## config.mk

```make
export PLATFORM = sky130hd
export DESIGN_NAME = updown_mod_counter
export DESIGN_NICKNAME = d
export VERILOG_FILES = /design/src/rtl/counter_pkg.sv /design/src/rtl/updown_mod_counter.sv
export SDC_FILE = /design/constraint.sdc
export NUM_CORES = 1
export LEC_CHECK = 0
export ABC_AREA = 1
export CORE_UTILIZATION = 45
export DETAILED_ROUTE_END_ITERATION = 7
export GPL_TIMING_DRIVEN = 0
export PLACE_DENSITY_LB_ADDON = 0.2
export SLEW_MARGIN = 15
export SYNTH_ARGS = -nofsm -noshare
export SYNTH_HDL_FRONTEND = slang
export SYNTH_SLANG_ARGS = --single-unit
export TNS_END_PERCENT = 20
```

## constraint.sdc

```tcl
create_clock -name clk -period 1.6 [get_ports clk]
set_input_delay 0.32 -clock clk [delete_from_list [all_inputs] [get_ports clk]]
set_output_delay 0.32 -clock clk [all_outputs]
set_load 0.01 [all_outputs]
```

## src/rtl/counter_pkg.sv

```systemverilog
// Shared encodings for the up/down modulus counter family.
package counter_pkg;

    typedef enum logic [1:0] {
        MODE_WRAP     = 2'd0,
        MODE_SAT      = 2'd1,
        MODE_PINGPONG = 2'd2
    } mode_e;

    // ST_UP is 1 so the state bit doubles as the direction flag
    typedef enum logic {
        ST_DOWN = 1'b0,
        ST_UP   = 1'b1
    } pp_state_e;

endpackage

```

## src/rtl/updown_mod_counter.sv

```systemverilog
// Modulo-N up/down counter with wrap, saturate or ping-pong behaviour at the
// range limits, a synchronous clamped load, and a one-cycle boundary pulse.
module updown_mod_counter
    import counter_pkg::*;
#(
    parameter int unsigned WIDTH   = 7,
    parameter int unsigned MODULUS = 2**WIDTH,
    parameter mode_e       MODE    = MODE_WRAP
) (
    input  logic             clk,
    input  logic             reset,
    input  logic             en,
    input  logic             up_dn,
    input  logic             load,
    input  logic [WIDTH-1:0] load_val,
    output logic [WIDTH-1:0] q,
    output logic             tc,
    output logic             ovf,
    output logic             dir
);

    localparam logic [WIDTH-1:0] MAX    = WIDTH'(MODULUS - 1);
    localparam logic [WIDTH-1:0] ONE    = WIDTH'(1);
    localparam logic [WIDTH-1:0] MAX_M1 = MAX - ONE;

    logic [WIDTH-1:0] r_q;
    logic [WIDTH-1:0] w_q_nxt;
    logic [WIDTH-1:0] w_load_clamp;
    pp_state_e        r_st;
    pp_state_e        w_st_nxt;
    logic             r_ovf;
    logic             w_ovf_nxt;
    logic             w_dir;

    assign w_load_clamp = (load_val > MAX) ? MAX : load_val;

    // Next-state for count, ping-pong FSM and boundary pulse
    always_comb begin
        w_q_nxt   = r_q;
        w_st_nxt  = r_st;
        w_ovf_nxt = 1'b0;
        if (load) begin
            w_q_nxt = w_load_clamp;
            if (MODE == MODE_PINGPONG) begin
                if (w_load_clamp == MAX) begin
                    w_st_nxt = ST_DOWN;
                end else if (w_load_clamp == '0) begin
                    w_st_nxt = ST_UP;
                end
            end
        end else if (en) begin
            case (MODE)
                MODE_WRAP: begin
                    if (up_dn) begin
                        w_q_nxt   = (r_q == MAX) ? '0 : r_q + ONE;
                        w_ovf_nxt = (r_q == MAX);
                    end else begin
                        w_q_nxt   = (r_q == '0) ? MAX : r_q - ONE;
                        w_ovf_nxt = (r_q == '0);
                    end
                end
                MODE_SAT: begin
                    if (up_dn) begin
                        w_q_nxt   = (r_q == MAX) ? MAX : r_q + ONE;
                        w_ovf_nxt = (r_q == MAX);
                    end else begin
                        w_q_nxt   = (r_q == '0) ? '0 : r_q - ONE;
                        w_ovf_nxt = (r_q == '0);
                    end
                end
                MODE_PINGPONG: begin
                    if (r_st == ST_UP) begin
                        if (r_q == MAX) begin
                            w_st_nxt  = ST_DOWN;
                            w_q_nxt   = MAX_M1;
                            w_ovf_nxt = 1'b1;
                        end else begin
                            w_q_nxt = r_q + ONE;
                        end
                    end else begin
                        if (r_q == '0) begin
                            w_st_nxt  = ST_UP;
                            w_q_nxt   = ONE;
                            w_ovf_nxt = 1'b1;
                        end else begin
                            w_q_nxt = r_q - ONE;
                        end
                    end
                end
                default: begin
                    w_q_nxt = r_q;
                end
            endcase
        end
    end

    always_ff @(posedge clk) begin
        if (reset) begin
            r_q   <= '0;
            r_st  <= ST_UP;
            r_ovf <= 1'b0;
        end else begin
            r_q   <= w_q_nxt;
            r_st  <= w_st_nxt;
            r_ovf <= w_ovf_nxt;
        end
    end

    assign w_dir = (MODE == MODE_PINGPONG) ? (r_st == ST_UP) : up_dn;
    assign dir   = w_dir;
    assign q     = r_q;
    assign ovf   = r_ovf;
    assign tc    = (w_dir && (r_q == MAX)) || (!w_dir && (r_q == '0));

endmodule

```

Word level (Yosys, flattened, before mapping) --
Cells that the tools add are included.
Word-level totals: bits in registers 8, input port bits 12, output and inout bits 10, logic and storage cells 21
Cells by class: add/subtract/negate cells 2, magnitude comparators 1, equal/unequal tests 1, mux-type cells 7, bitwise operators 1, reductions and logical operators 7
Operators by type and width (count):
- $mux 7 | 6
- $add 7x1->7 const B | 1
- $eq 7x7->1 const B | 1
- $gt 7x7->1 const B | 1
- $logic_not 7->1 | 1
- $sub 7x1->7 const B | 1
- $reduce_or 3->1 | 1
- $logic_and 1x1->1 | 2
- $reduce_bool 2->1 | 1
- $logic_not 1->1 | 1
- $logic_or 1x1->1 | 1
- $mux 1 | 1
- $not 1->1 | 1

Depth between registers and ports, before layout --
depth after elaboration 5, depth in mapped cells 9, gate-level depth less buffers 9

Least setup slack after synthesis --
No wires, ideal clock.
kind register to output, from register r_q[1], in the netlist q[1], to output port tc, data arrival time 1.113 ns, data required time 1.280 ns, setup slack 0.167 ns, cell stages (with the launch flop) 6, buffers on the path 0, cells stage by stage dfxtp_1 ha_1 nand3_2 nor2_2 nand2_1 nand2_2
On the way: longest elaborated chain between the ends 3, elaborated cells between the ends (all ways) 5, classes of those cells eq/ne (1); reduce/logical (4)
RTL lines:
- start, declared | RTL line updown_mod_counter.sv:26 | logic [WIDTH-1:0] r_q;
- start signal, assigned | RTL line updown_mod_counter.sv:103 | r_q <= w_q_nxt;
- $eq 7x7->1 / $logic_not 7->1 (equally long branches) | RTL line updown_mod_counter.sv:113 | assign tc = (w_dir && (r_q == MAX)) || (!w_dir && (r_q == '0));
- $logic_and 1x1->1 | RTL line updown_mod_counter.sv:113
- $logic_or 1x1->1 (*) | RTL line updown_mod_counter.sv:113
- end, declared | RTL line updown_mod_counter.sv:17 | output logic tc,
Every way passes the cells marked *; elsewhere a longest branch is shown, timed or not.

Worst setup path after layout --
from register r_q[2], in the netlist q[2], to output port tc
The elaborated chain is that of the path after synthesis.

==> impl_metrics.py <==
metrics = {
    "run_status": {
        "status": "complete, but fails checks",
        "violations": "setup timing",
    },
    "synthesis": {
        "ys_warn_count": 0,
        "syn_inst": 115,
        "ys_seq_elements": 8,
        "syn_area_um2": 744.5,
        "yosysTopAreaCell": "dfxtp_1",
        "synth_top_area_share_pct": 21.51,
        "synth_nets": 130,
        "synth.avg_cell_area_um2": 6.474,
        "synth_cell_type_count": 29,
        "synth.area.top_cells": "dfxtp_1 (22%), nand2_1 (13%), nor2_1 (6.6%)",
        "yosysSeqAreaShare_pct": 21.51,
    },
    "final_layout": {
        "final_nets": 167,
        "area_growth_pct": 54.96,
        "final_layout_size_suffix_gt1_share_pct": 31.33,
        "n_antenna_cell": 0,
        "most-common-layout-cells": "nand2_1 (25), clkdlybuf4s50_1 (16), nor2_1 (13), buf_4 (13), inv_1 (9)",
        "final_common_cell": "nand2_1",
        "fillers": 113,
        "final_cells": 166,
    },
    "critical_path": {
        "crit_fanout": 7,
        "rr_endpoint": "q[6]",
        "path_cells": "buf_8 > nor2_4 > nand3_4 > nor2_4 > inv_2 > nand2_2 > buf_6",
        "r2r_setup_slack_ps": 100,
        "endpoint": "tc",
        "crit_path_frequent_cell": "nor2_4",
        "cp_num_buf_inv": 3,
        "reg2reg_depth": 10,
        "critPathLaunchType": "register",
        "crit_start": "q[2]",
        "cp.depth": 7,
        "cpMaxStageDelayCell": "dfxtp_2",
        "endpoint_kind": "output pin",
        "crit_required_ps": 1280,
        "slowest_delay_ps": 330,
        "critPathArrivalTime_ps": 1310,
        "critPathKind": "reg -> out",
        "timing.rr.start": "q[0]",
        "crit_family": "simple AND/OR/NAND/NOR gates",
    },
    "die": {
        "die_h_um": 42.68,
        "dieArea_um2": 1821,
        "coreArea_um2": 1524,
        "num_rows": 14,
        "io_pins": 22,
        "initial_core_util_pct": 48.85,
        "die_x_um": 42.68,
    },
    "grt": {
        "grt_max_degree": 11,
        "grt_pass1_vias": 832,
        "grt_antenna_before_repair": 0,
        "gr-usage-all-layers_pct": 24.71,
        "grt_pass1_wl_um": 3519,
        "gr-total-overflow": 0,
    },
    "placement": {
        "dp_hpwl_um": 1426,
        "placedCellCount": 151,
        "io_buffers": 20,
        "gp_congestion": 0.8868,
        "pre_cts_ws_ps": -688.3,
    },
    "timing": {
        "tightest_slew_ps": 409.4,
        "rsz0062_at_grt": "yes",
        "period_minus_slack_ps": 1634,
        "hold_viol": 0,
        "hold_slack_ps": 444.5,
        "timing.final.crit_share_pct": 102.1,
        "max_clock_freq_mhz": 611.9,
        "finalSetupViolations": 1,
        "setup_ws_ps": -34.31,
        "fin_tns_setup_ps": -34.31,
        "slew_viol_final": 0,
        "maxSlewHeadroom_pct": 72.60,
        "fin_worst_skew_ps": 5.211,
    },
    "pwr": {
        "peakVddDrop_uv": 486.3,
        "powerDensity_nw_per_um2": 631.9,
        "leakage_nw": 0.5079,
    },
    "route": {
        "vias": 951,
        "drt-total-wl_um": 2347,
        "drtAntennaViolNets": 0,
        "viasPerCell": 5.729,
        "first_iter_violations": 59,
        "drcViolationCount": 0,
        "avgRoutedWirePerCell_um": 14.14,
        "first_pass_iters": 4,
    },
    "worst_hold_path": {
        "hold_class": "in -> reg",
        "hold_depth": 3,
    },
    "run": {
        "cap_violations": 0,
    },
    "cts": {
        "root_buffer": "clkbuf_4",
        "worstSkewPairLatency_ps": 260,
        "hold_buffers": 0,
        "numCtsBuffers": 3,
        "clock_sinks": 8,
        "cts_tree": "built",
        "clkTransAtPathRegs_ps": 50,
        "cts_htree_levels": 1,
        "ctsLongestPathBuffers": 2,
    },
}
[cell usage after synthesis]
cell type	instances
o211ai_2	1
o21ai_1	2
a22oi_1	2
inv_1	11
buf_2	2
clkinv_1	1
a21oi_2	2
ha_1	3
nor2_1	13
inv_2	3
nand2_1	26
xor2_1	2
nand2_2	1
and3_1	1
nor2_2	3
a31oi_1	1
o21bai_1	1
dfxtp_1	8
buf_4	1
o211ai_1	2
buf_6	1
a22o_1	1
nand3_1	9
o21ai_0	3
nand3_2	2
nand4_1	2
xnor2_1	2
a21oi_1	6
nor2_4	3
[worst min-delay path, delay by kind of cell]
kind                   cells  cell delay, ps
AOI/OAI and AO/OA          1              80
and+or+nand+nor            1              90
buffers and inverters      1             160
[metal layers]
metal / vias up / track usage [%] / part of all wire [%]
met5: - / 0 / 0
met4: 0 / 7.500 / 4.3
met3: 17 / 6.383 / 9.3
met2: 67 / 40.30 / 48
met1: 423 / 31.68 / 39
li1: 444 / - / -
[registers in the layout, indices dropped and copies added, names as in the netlist]
signal / flops
q: 7
ovf: 1
[where the power goes]
part / internal (mW) / leakage [nW] / switching [mW]
Combinational: 0.164 / 0.425 / 0.166
Clock: 0.0859 / 0.0138 / 0.0703
Sequential: 0.215 / 0.0689 / 0.0273
[layout make-up]
class | instances | area (um2) | share of cell area, %
buffer | 4 | 38.79 | 3.362
clock buffer | 3 | 22.52 | 1.952
inverter | 15 | 58.81 | 5.098
multi-input combinational | 88 | 544.3 | 47.18
sequential | 8 | 176.4 | 15.29
tap | 16 | 20.02 | 1.735
timing repair buffer | 32 | 292.8 | 25.38
[kinds of logic after synthesis]
kind of cell | after synthesis | synth area share (%)
buffers and inverters | 19 | 11.43
XOR/XNOR | 4 | 4.707
AND/OR/NAND/NOR | 60 | 38.82
adder cells (fa/ha/maj) | 3 | 5.043
AO/OA/AOI/OAI | 21 | 18.49
flip-flops | 8 | 21.51
[through the flow]
stage | cell area, um2 | utilization [%] | total power, mW
after floorplan | 744.5 | - | 0.4082
after global placement | 964.7 | 63.30 | 0.5017
after detailed placement | 964.7 | 63.30 | 0.5067
after CTS | 1079 | 70.77 | 0.6918
after global routing | 1154 | 75.70 | 0.7693
final | 1154 | 75.70 | 0.7290
[worst min path at each step]
stage,startpoint,endpoint
2_1_floorplan,reset,q[2]
3_3_place_gp,q[6],q[6]
3_5_place_dp,q[6],q[6]
4_1_cts,load,q[1]
5_1_grt,load,q[1]
6_report,load,q[1]
[timing repair]
item / in CTS / in global routing
pin swaps: 5 / 4
resized for setup: 25 / 10
setup buffers: 6 / 6
setup endpoints to repair: 5 / 4
Power figures use the tool's default switching activity.
==> patch 1, RTL diff (same flow settings) <==
Take the reset off `r_q` and load it in a clocked block of its own.
--- a/src/rtl/updown_mod_counter.sv
+++ b/src/rtl/updown_mod_counter.sv
@@ -98,3 +98,2 @@
         if (reset) begin
-            r_q   <= '0;
             r_st  <= ST_UP;
@@ -102,3 +101,2 @@
         end else begin
-            r_q   <= w_q_nxt;
             r_st  <= w_st_nxt;
@@ -106,2 +104,6 @@
         end
+    end
+
+    always_ff @(posedge clk) begin
+        r_q <= w_q_nxt;
     end
Function: changed (Yosys sat finds a counterexample within 4 cycles, from zero or initial values and one cycle with reset high).
==> patch 1 against the original RTL <==
- the run still ends with setup timing left
- synthesized area is 1.7% lower
- worst setup slack got worse by 0.14 ns
- count of clock-buffer cells in the layout grew 1
- clock power grew 9%
- sequential share of layout area rose by 4.3 points
- cell area grew 2.1%
- sequential cell count is the same
- total power up 17%
- maximum frequency down 7.8%
- wire length shrank 2.4%
- critical path type unchanged
==> patch 1: results (changes against the original RTL) <==
run_status:
  status: "complete, but fails checks"
  violations: "setup timing"
sta:
  layout_setup_ws_ns: -0.173  # -0.139 ns
  clock_skew_ns: 0.00220  # -0.00301 ns
  holdWs_ns: 0.664  # +0.220 ns
  final-setup-viol-count: 4  # +3
synth:
  synth-seq-area-share_pct: 31.5  # +9.9 points
  yosys-top-cells-count: "35 x nand2_1, 21 x nor2_1, 12 x inv_1, 9 x nand3_1, 7 x edfxtp_1"
  synth_edf_count: 7  # +7
  ys_types: 21  # -28%
  synth_area_leaders: "edfxtp_1 29%, nand2_1 18%, nor2_1 11%, nand3_1 6.2%, inv_1 6.2%"
  syn_area_per_cell_sq_um: 6.48  # about the same
cells_and_area:
  drive_gt1_share_pct: 29.2  # -2.1 points
  nFlopsAndLatches: 8  # unchanged
  n_fill_cell: 117  # +3.5%
  clkbuf_count: 4  # +1
  multi_input_cells: 90  # +2.3%
  inv_count: 13  # -2
  final-nonclk-buf-share_pct: 29.5  # +0.80 points
  seq_area_share_pct: 19.6  # +4.3 points
  n_all_buffers: 39  # +8.3%
  diodes: 0  # unchanged
  clockNetworkAreaShare_pct: 2.23  # +0.28 points
  stdcell_count: 170  # +2.4%
min_path:
  hold_end: "ovf"
  min_from: "up_dn"
  holdPathStages: 4  # +1
route:
  met3_length_microns: 131  # -40%
  route.met2.wl_microns: 1150  # +2.3%
  drt-pass1-iter-count: 5  # +1
  drt-vias-per-instance: 5.37  # -6.3%
  wl_met1_microns: 1010  # +11%
  drtIter0Drc: 29  # -51%
  routed_wl_microns: 2290  # -2.4%
grt:
  grt_use_met1_pct: 33.8  # +2.1 points
  grt_pass1_wl_microns: 3330  # -5.3%
  use_met2_pct: 38.2  # -2.1 points
  grt_pass1_vias: 763  # -8.3%
  grt.total_usage_pct: 24.2  # -0.48 points
critical_path:
  rr_endpoint: "q[5]"
  ff2ff_setup_slack_ns: -0.07  # -0.17 ns
  crit_fanout: 3  # -4
  crit_path_top_delay_cell: "edfxtp_1"
  crit_start: "q[1]"
  reg2reg_from: "q[0]"
  cp_top_family: "flip-flops"
  crit_arrival_ns: 1.45  # +0.14 ns
power:
  p_sw_mw: 0.310  # +17%
  leakagePower_nw: 0.564  # +11%
  powerSeq_mw: 0.296  # +22%
  p_clk_mw: 0.170  # +9%
placed_design:
  place_ws_ns: -0.545  # +0.143 ns
  portBuffers: 21  # +5.0%
  dp.cells: 150  # -0.66%
## patch 1: timing repair
item,4_1_cts,5_1_grt
setup endpoints to repair,11,8
setup buffers,7,9
pin swaps,4,3
resized for setup,22,15
endpoints found under the hold margin,0,0
## patch 1: kinds of logic after synthesis
| group | count (synthesis) | share of synthesized area, % |
|---|---|---|
| and+or+nand+nor | 77 | 46.2 |
| DFF | 8 | 31.5 |
| adders and majority gates | 3 | 5.13 |
| AOI/OAI and AO/OA | 8 | 5.64 |
| xor gates and xnor gates | 2 | 2.39 |
| buffers and inverters | 15 | 9.23 |
## patch 1: stage by stage
| step | instance area [sq um] | total power, mW | util (%) |
|---|---|---|---|
| 6_report | 1180 | 0.852 | 78.2 |
| 5_1_grt | 1180 | 0.905 | 78.2 |
| 4_1_cts | 1080 | 0.799 | 71.5 |
| 3_5_place_dp | 962 | 0.580 | 63.9 |
| 3_3_place_gp | 962 | 0.573 | 63.9 |
| 2_1_floorplan | 732 | 0.461 | - |
==> patch 2, RTL diff (same flow settings) <==
Made on the original files. Change the parameter `WIDTH` from 7 to 8.
--- a/src/rtl/updown_mod_counter.sv
+++ b/src/rtl/updown_mod_counter.sv
@@ -5,3 +5,3 @@
 #(
-    parameter int unsigned WIDTH   = 7,
+    parameter int unsigned WIDTH   = 8,
     parameter int unsigned MODULUS = 2**WIDTH,
Ports: changed (resized load_val and q); port bits go from 22 to 24. The function was not compared with the original's and may differ.
==> patch 2 against the original RTL <==
- the run still ends with setup timing left
- count of clock-buffer cells in the layout increased by 1
- wire length increased by 18%
- total power increased by 13%
- synthesized area increased by 18%
- sequential cell count increased by 1
- cell area increased by 13%
- worst setup slack got worse by 0.032 ns
- global-route usage increased by 4.0 points
- via count increased by 15%
- critical path depth decreased by 1
- sequential share of layout area increased by 0.077 points
- combinational power increased by 7.6%
- highest routed layer unchanged
==> patch 2: results (changes against the original RTL) <==
run_status:
  status: "complete, but fails checks"
  violations: "setup timing"
grt:
  grt_pass1_vias: 1009  # +21%
  grt_pass1_wl_microns: 4310  # +23%
  grt.total_usage_pct: 28.7  # +4.0 points
  grt_max_degree: 10  # -1
sta:
  final-setup-viol-count: 1  # unchanged
  layout_setup_ws_ns: -0.0666  # -0.0323 ns
  clock_skew_ns: 0.000917  # -0.00429 ns
  slew_headroom_pct: 72.0  # -0.60 points
placed_design:
  place_congestion: 0.864  # -2.5%
  place_ws_ns: -0.451  # +0.238 ns
  hpwlAfterDp_microns: 1770  # +24%
synth:
  synthesis.nets: 153  # +18%
  synth-seq-area-share_pct: 20.5  # -1.0 points
  ys_types: 31  # +6.9%
cells_and_area:
  largest_reg_flops: 8  # +1
  n_fill_cell: 131  # +16%
  drive_gt1_share_pct: 32.2  # +0.83 points
critical_path:
  rr_endpoint: "q[2]"
  crit_fanout: 8  # +1
  crit_path_top_delay_cell: "dfxtp_1"
  rr_worst_depth: 8  # -2
clock_tree:
  clkTransAtPathRegs_ns: 0.07  # +0.02 ns
  insertion_delay_ns: 0.28  # +0.02 ns
route:
  drt-vias-per-instance: 5.60  # -2.3%
  drt-pass1-iter-count: 5  # +1
  met3_length_microns: 170  # -22%
  wl_met1_microns: 1110  # +23%
  wl_per_cell_microns: 14.1  # -0.15%
  drtIter0Drc: 53  # -10%
power:
  peakVddDrop_mv: 0.458  # -5.7%
  leakagePower_nw: 0.603  # +19%
  p_int_mw: 0.507  # +9.0%
min_path:
  min_from: "up_dn"
  holdPathStages: 4  # +1
  hold_end: "q[3]"
[patch 2: cell families after synthesis]
family	share of synthesized area (%)
XOR/XNOR	1.99
flip-flops	20.5
AO/OA/AOI/OAI	15.8
buffers and inverters	12.5
AND/OR/NAND/NOR	44.9
adder cells (fa/ha/maj)	4.27
[patch 2: through the flow]
step	cells	util [%]
floorplan	137	-
CTS	193	70.2
global route	196	73.1
detailed placement	182	62.2
global placement	182	62.2
finish	196	73.1
[patch 2: how the worst max path moves through the flow]
stage | cells after the start | from | endpoint | slack [ns]
CTS | 7 | q[1] | tc | -0.08
finish | 6 | q[5] | tc | -0.07
global placement | 7 | q[0] | tc | -0.45
floorplan | 6 | q[0] | tc | 0.19
detailed placement | 7 | q[0] | tc | -0.45
global route | 6 | q[5] | tc | -0.12
[patch 2: power by group through the flow]
| stage | clock network [mW] | logic (mW) | registers, mW |
|---|---|---|---|
| 2_1_floorplan | 0 | 0.190 | 0.278 |
| 3_3_place_gp | 0 | 0.292 | 0.276 |
| 3_5_place_dp | 0 | 0.299 | 0.276 |
| 4_1_cts | 0.194 | 0.331 | 0.275 |
| 5_1_grt | 0.210 | 0.386 | 0.279 |
| 6_report | 0.195 | 0.355 | 0.276 |
[patch 2: per-layer routing]
layer	GRT usage, %	up-vias
li1	-	523
met1	31.8	508
met2	51.5	55
met3	7.06	11
met4	11.8	0
met5	0	-
[patch 2: final cells by class]
class | count | share of cell area (%)
Multi-Input combinational cell | 105 | 50.0
Timing Repair Buffer | 30 | 21.4
Sequential cell | 9 | 15.4
Inverter | 17 | 5.28
Buffer | 6 | 3.55
Tap cell | 25 | 2.40
Clock buffer | 4 | 2.02
[patch 2: timing repair]
action / 4_1_cts / 5_1_grt
pin swaps: 5 / 5
gates resized for setup: 29 / 10
setup endpoints to repair: 5 / 8
setup buffers: 7 / 3
hold buffers: 0 / 0
[patch 2: tightest hold or removal path, cell delays in order]
cell	delay [ns]
buf_6	0.11
a21oi_1	0.04
o21ai_0	0.07
a31oi_1	0.08
